$ cat src/rtl/rv32i_pkg.sv
// rtl/rv32i_pkg.sv - shared types and constants for the instruction fetch stage
package rv32i_pkg;

    localparam int XLEN = 32;
    localparam logic [XLEN-1:0] NOP_INSTR = 32'h0000_0013;

    typedef enum logic [1:0] {
        IDLE  = 2'd0,
        REQ   = 2'd1,
        WAIT  = 2'd2,
        DRAIN = 2'd3
    } fetch_state_e;

    typedef struct packed {
        logic [XLEN-1:0] pc;
        logic [XLEN-1:0] instr;
        logic            misalign;
    } fetch_entry_t;

endpackage

$ cat src/rtl/fetch_fifo.sv
// rtl/fetch_fifo.sv - fetch buffer FIFO of fetch entries with flush and occupancy count
module fetch_fifo
    import rv32i_pkg::*;
#(
    parameter int DEPTH = 2,
    parameter int CW    = $clog2(DEPTH) + 1
) (
    input  logic            clk,
    input  logic            rst_n,
    input  logic            push_i,
    input  fetch_entry_t    push_data_i,
    input  logic            pop_i,
    input  logic            flush_i,
    output fetch_entry_t    head_o,
    output logic [CW-1:0]   count_o
);

    localparam int PW = $clog2(DEPTH);

    fetch_entry_t    mem_q [DEPTH];
    logic [PW-1:0]   wr_ptr_q;
    logic [PW-1:0]   rd_ptr_q;
    logic [CW-1:0]   count_q;
    logic            do_push;
    logic            do_pop;

    // Flush wins over any same-cycle push or pop.
    assign do_pop  = pop_i && !flush_i && (count_q != '0);
    assign do_push = push_i && !flush_i && ((count_q < CW'(DEPTH)) || do_pop);

    always_ff @(posedge clk or negedge rst_n) begin
        if (!rst_n) begin
            wr_ptr_q <= '0;
            rd_ptr_q <= '0;
            count_q  <= '0;
        end else if (flush_i) begin
            wr_ptr_q <= '0;
            rd_ptr_q <= '0;
            count_q  <= '0;
        end else begin
            if (do_push) begin
                wr_ptr_q <= wr_ptr_q + 1'b1;
            end
            if (do_pop) begin
                rd_ptr_q <= rd_ptr_q + 1'b1;
            end
            case ({do_push, do_pop})
                2'b10:   count_q <= count_q + 1'b1;
                2'b01:   count_q <= count_q - 1'b1;
                default: count_q <= count_q;
            endcase
        end
    end

    always_ff @(posedge clk) begin
        if (do_push) begin
            mem_q[wr_ptr_q] <= push_data_i;
        end
    end

    assign head_o  = mem_q[rd_ptr_q];
    assign count_o = count_q;

endmodule

$ cat src/rtl/instr_fetch.sv
// rtl/instr_fetch.sv - fetch stage: PC in, one-word imem read, buffered instruction out
module instr_fetch
    import rv32i_pkg::*;
#(
    parameter int              XLEN      = rv32i_pkg::XLEN,
    parameter int              DEPTH     = 2,
    parameter logic [XLEN-1:0] NOP_INSTR = rv32i_pkg::NOP_INSTR
) (
    input  logic            clk,
    input  logic            rst_n,
    input  logic [XLEN-1:0] pc_i,
    input  logic            pc_valid_i,
    output logic            pc_ready_o,
    input  logic            flush_i,
    output logic            imem_req_o,
    output logic [XLEN-1:0] imem_addr_o,
    input  logic            imem_gnt_i,
    input  logic            imem_rvalid_i,
    input  logic [XLEN-1:0] imem_rdata_i,
    output logic            instr_valid_o,
    input  logic            instr_ready_i,
    output logic [XLEN-1:0] instr_o,
    output logic [XLEN-1:0] instr_pc_o,
    output logic            misalign_o
);

    localparam int CW = $clog2(DEPTH) + 1;

    fetch_state_e    state_q;
    logic [XLEN-1:0] pc_q;
    logic [XLEN-1:0] addr_q;
    logic            req_q;

    logic            pc_accept;
    logic            pc_misaligned;
    logic            resp_push;
    logic            fifo_push;
    fetch_entry_t    push_entry;
    fetch_entry_t    head;
    logic [CW-1:0]   count;

    // Accepting only below DEPTH reserves a slot for the single outstanding response.
    assign pc_ready_o    = rst_n && (state_q == IDLE) && (count < CW'(DEPTH)) && !flush_i;
    assign pc_accept     = pc_valid_i && pc_ready_o;
    assign pc_misaligned = (pc_i[1:0] != 2'b00);
    assign resp_push     = (state_q == WAIT) && imem_rvalid_i;
    assign fifo_push     = resp_push || (pc_accept && pc_misaligned);

    always_comb begin
        push_entry = '0;
        if (resp_push) begin
            push_entry.pc       = pc_q;
            push_entry.instr    = imem_rdata_i;
            push_entry.misalign = 1'b0;
        end else begin
            push_entry.pc       = pc_i;
            push_entry.instr    = NOP_INSTR;
            push_entry.misalign = 1'b1;
        end
    end

    always_ff @(posedge clk or negedge rst_n) begin
        if (!rst_n) begin
            state_q <= IDLE;
            pc_q    <= '0;
            addr_q  <= '0;
            req_q   <= 1'b0;
        end else begin
            case (state_q)
                IDLE: begin
                    if (pc_accept && !pc_misaligned) begin
                        pc_q    <= pc_i;
                        addr_q  <= {pc_i[XLEN-1:2], 2'b00};
                        req_q   <= 1'b1;
                        state_q <= REQ;
                    end
                end
                REQ: begin
                    if (flush_i) begin
                        req_q   <= 1'b0;
                        state_q <= imem_gnt_i ? DRAIN : IDLE;
                    end else if (imem_gnt_i) begin
                        req_q   <= 1'b0;
                        state_q <= WAIT;
                    end
                end
                WAIT: begin
                    if (imem_rvalid_i) begin
                        state_q <= IDLE;
                    end else if (flush_i) begin
                        state_q <= DRAIN;
                    end
                end
                DRAIN: begin
                    // The orphaned response is swallowed here; later flushes only clear the buffer.
                    if (imem_rvalid_i) begin
                        state_q <= IDLE;
                    end
                end
                default: begin
                    state_q <= IDLE;
                    req_q   <= 1'b0;
                end
            endcase
        end
    end

    fetch_fifo #(
        .DEPTH (DEPTH),
        .CW    (CW)
    ) u_fetch_fifo (
        .clk         (clk),
        .rst_n       (rst_n),
        .push_i      (fifo_push),
        .push_data_i (push_entry),
        .pop_i       (instr_valid_o && instr_ready_i),
        .flush_i     (flush_i),
        .head_o      (head),
        .count_o     (count)
    );

    assign imem_req_o    = req_q;
    assign imem_addr_o   = addr_q;
    assign instr_valid_o = (count != '0);
    assign instr_o       = instr_valid_o ? head.instr    : '0;
    assign instr_pc_o    = instr_valid_o ? head.pc       : '0;
    assign misalign_o    = instr_valid_o ? head.misalign : 1'b0;

endmodule

$ cat config.mk
export PLATFORM = sky130hd
export DESIGN_NAME = instr_fetch
export DESIGN_NICKNAME = d
export VERILOG_FILES = /design/src/rtl/rv32i_pkg.sv /design/src/rtl/fetch_fifo.sv /design/src/rtl/instr_fetch.sv
export SDC_FILE = /design/constraint.sdc
export NUM_CORES = 1
export LEC_CHECK = 0
export CORE_MARGIN = 10
export CORE_UTILIZATION = 35
export CTS_BUF_LIST = sky130_fd_sc_hd__clkbuf_4 sky130_fd_sc_hd__clkbuf_8 sky130_fd_sc_hd__clkbuf_16
export DETAILED_ROUTE_END_ITERATION = 8
export PLACE_DENSITY = 0.69
export SETUP_SLACK_MARGIN = 0.1
export SLEW_MARGIN = 30
export SYNTH_ARGS = -nofsm -noshare
export SYNTH_HDL_FRONTEND = slang
export SYNTH_SLANG_ARGS = --single-unit
$ cat constraint.sdc
create_clock -name clk -period 7.7 [get_ports clk]
set_input_delay 1.155 -clock clk [delete_from_list [all_inputs] [get_ports clk]]
set_output_delay 1.155 -clock clk [all_outputs]
set_load 0.05 [all_outputs]
==> run summary <==
Fin Hold WS: 0.495 ns
Placed insts: 956
Clk root buf: clkbuf_16
Initial antenna violation count: 1
Detail Placement HPWL: 11600 um
Tcrit/Tclk final: 54.8%
Cells after Synth: 562
Finished Layout Cells: 988
Area grow syn2layout: 33.5%
GRT overflow: 0
Max transition margin: 42.1%
Worst clock skew: 0.00588 ns
#FFs+latches synth: 169
Buf/Inv on CP: 2
Nets: 771
Fillcell total: 1902
WHS Path Cells: 1
Top achievable clock speed: 237 MHz
Crit. End Element: output port
Unrepaired setup endpoints after global routing: no
Crit. Startpoint: u_fetch_fifo.rd_ptr_q
Maximum vdd ir drop: 0.165 mV
Number of remaining DRC errors: 0
Routed wire length per instance: 17.1 um
Largest net degree at the start of global routing: 66
DR vias/cell: 4.53
DRT Wirelength: 16900 um
Synthesized cell area: 0.00742 sq mm
Cts hold-fix bufs: 0
Commonest non-fill, non-tap cell in the layout: clkdlybuf4s50_1
Starting Density: 35.4%
First-pass GRT wire length: 26700 um
Worst reg2reg path startpoint: state_q[0]
Tmin final: 4.22 ns
FF-to-FF setup slack: 4.30 ns
CTS H-tree lvls: 4
Most frequent cells in the layout: clkdlybuf4s50_1, edfxtp_1, nand2_1
Clock Latency Late Sink: 0.42 ns
CTS Buf Count: 17
Ports: 171
Hold Crit Class: reg -> reg
Endpoint, Worst Hold: pc_q[0]
Sequential element share of the synthesized area: 65.7%
Avg Inst Size Synth: 13.2 sq um
Setup violators final: 0
Setup WS post-layout: 3.48 ns
Antenna diodes: 0
Slew Limit Fails: 0
Rows: 53
Pre-CTS setup slack: 3.21 ns
Final Hold Fails: 0
DIE WIDTH: 166 um
Leak: 3.65 nW
Post-synth top area share: 52.6%
Worst-path cell chain: buf_4 > mux2i_1 > nor2_1 > clkdlybuf4s50_1
Largest cells by area after synthesis: edfxtp_1, dfrtp_1, mux2i_1, mux2_4, nand2_1
Yosys Warn Count: 0
Port Buffer Count: 168
Register Area: 0.00488 sq mm
Path type of the worst setup path: reg -> out
Via count: 4471
P per Cell Area: 277 mW/mm^2
Clock transition at the registers of the reported paths: 0.06 ns
Total die area: 0.0274 sq mm
Postcts setup bufs: 0
Max Root-Sink Buffers: 2
Multi-input gate area: 0.00214 sq mm
Synth area leader: edfxtp_1
Slew @ Worst Pin: 0.868 ns
Setup TNS: 0 ns
Die extent in y: 166 um
Pwr Total: 2.75 mW
CP delay by family, top: buffers and inverters
RR Endpoint: u_fetch_fifo.mem_q[1][63]
Gr usage total: 12.3%
Critical Path RT: 6.55 ns
Crit-path max FO: 47
Gp weighted congestion: 0.722
MaxCap Viol Count: 0
Cells on worst reg2reg path: 8
CTS tree: yes
Outcome: finished clean
Antenna Violating Nets Remaining: 0
Yosys cell types: 34
CP max stage cell: clkdlybuf4s50_1
DRT Pass-1 Iters: 4
Cts repair resizes: 0
Beginning of the worst hold path: pc_q[0]
Largest stage delay on the critical path: 0.81 ns
Detailed Route Iter0 Violations: 228
Data arrival, critical path: 3.06 ns
Clock sinks: 169
Share of layout cells above drive strength 1: 11.5%
Vias in the first global route: 4673
Type of origin of the critical path: register
Core Box Area: 0.0210 sq mm
## registers in the layout, summed over array words and instances (netlist names)
| signal | count |
|---|---|
| u_fetch_fifo.rd_ptr_q | 1 |
| u_fetch_fifo.mem_q | 130 |
| pc_q | 32 |
| imem_req_o | 1 |
| state_q | 2 |
| u_fetch_fifo.count_o | 2 |
| u_fetch_fifo.wr_ptr_q | 1 |
## layout make-up
type / count / share of cell area [%]
flip-flops and latches: 169 / 49.3
well taps: 275 / 3.47
clock buffers: 22 / 4.86
repair buffers: 180 / 18.4
multi-input cells: 327 / 21.6
inverters: 5 / 0.189
clock inverters: 10 / 2.16
## cell usage after synthesis (all sizes together)
master	count
edfxtp	130
a31o	1
nor2b	2
clkbuf	17
buf	45
nand2b	5
mux2	30
a211o	1
xnor2	1
and3	1
and2	31
or4b	1
a21oi	2
nand4bb	1
o41ai	1
o21ai	4
a21boi	1
and3b	1
inv	4
a211oi	2
nand2	99
conb	1
nor2	74
clkinv	1
o22ai	1
mux2i	65
xor2	1
dfrtp	39
## layer usage
metal / GRT usage (%) / vias up / wire, um
met5: 0 / - / 10
met4: 3.93 / 2 / 202
met3: 4.97 / 18 / 1190
met2: 19.5 / 137 / 7920
met1: 15.0 / 2135 / 7600
li1: - / 2179 / -
## worst max-delay path by stage
stage / end / slack [ns] / depth (start not counted)
final: instr_o[31] / 3.48 / 4
after detailed placement: u_fetch_fifo.mem_q[1][63] / 3.21 / 9
after global placement: u_fetch_fifo.mem_q[1][57] / 2.78 / 8
after CTS: instr_o[31] / 3.43 / 4
after global routing: instr_pc_o[28] / 3.26 / 4
after floorplan: u_fetch_fifo.mem_q[0][0] / 2.39 / 4
## kinds of logic after synthesis
kind of cell / count (synthesis) / share of synthesized area [%]
compound gates: 13 / 1.15
xor+xnor: 2 / 0.236
buf+inv: 67 / 5.76
flops: 169 / 65.7
mux: 95 / 14.6
other cells: 1 / 0.0505
simple gates: 215 / 12.4
## power breakdown
| part | total [mW] | internal, mW | switching [mW] |
|---|---|---|---|
| sequential | 1.12 | 1.06 | 0.0529 |
| clock | 0.988 | 0.644 | 0.344 |
| combinational | 0.643 | 0.247 | 0.395 |
## through the flow
stage,util [%],instance area (sq um)
2_1_floorplan,-,7430
3_3_place_gp,43.6,9130
3_5_place_dp,44.0,9210
4_1_cts,47.3,9910
5_1_grt,47.3,9910
6_report,47.3,9910
Note: power is estimated with default switching activity, not from simulation.
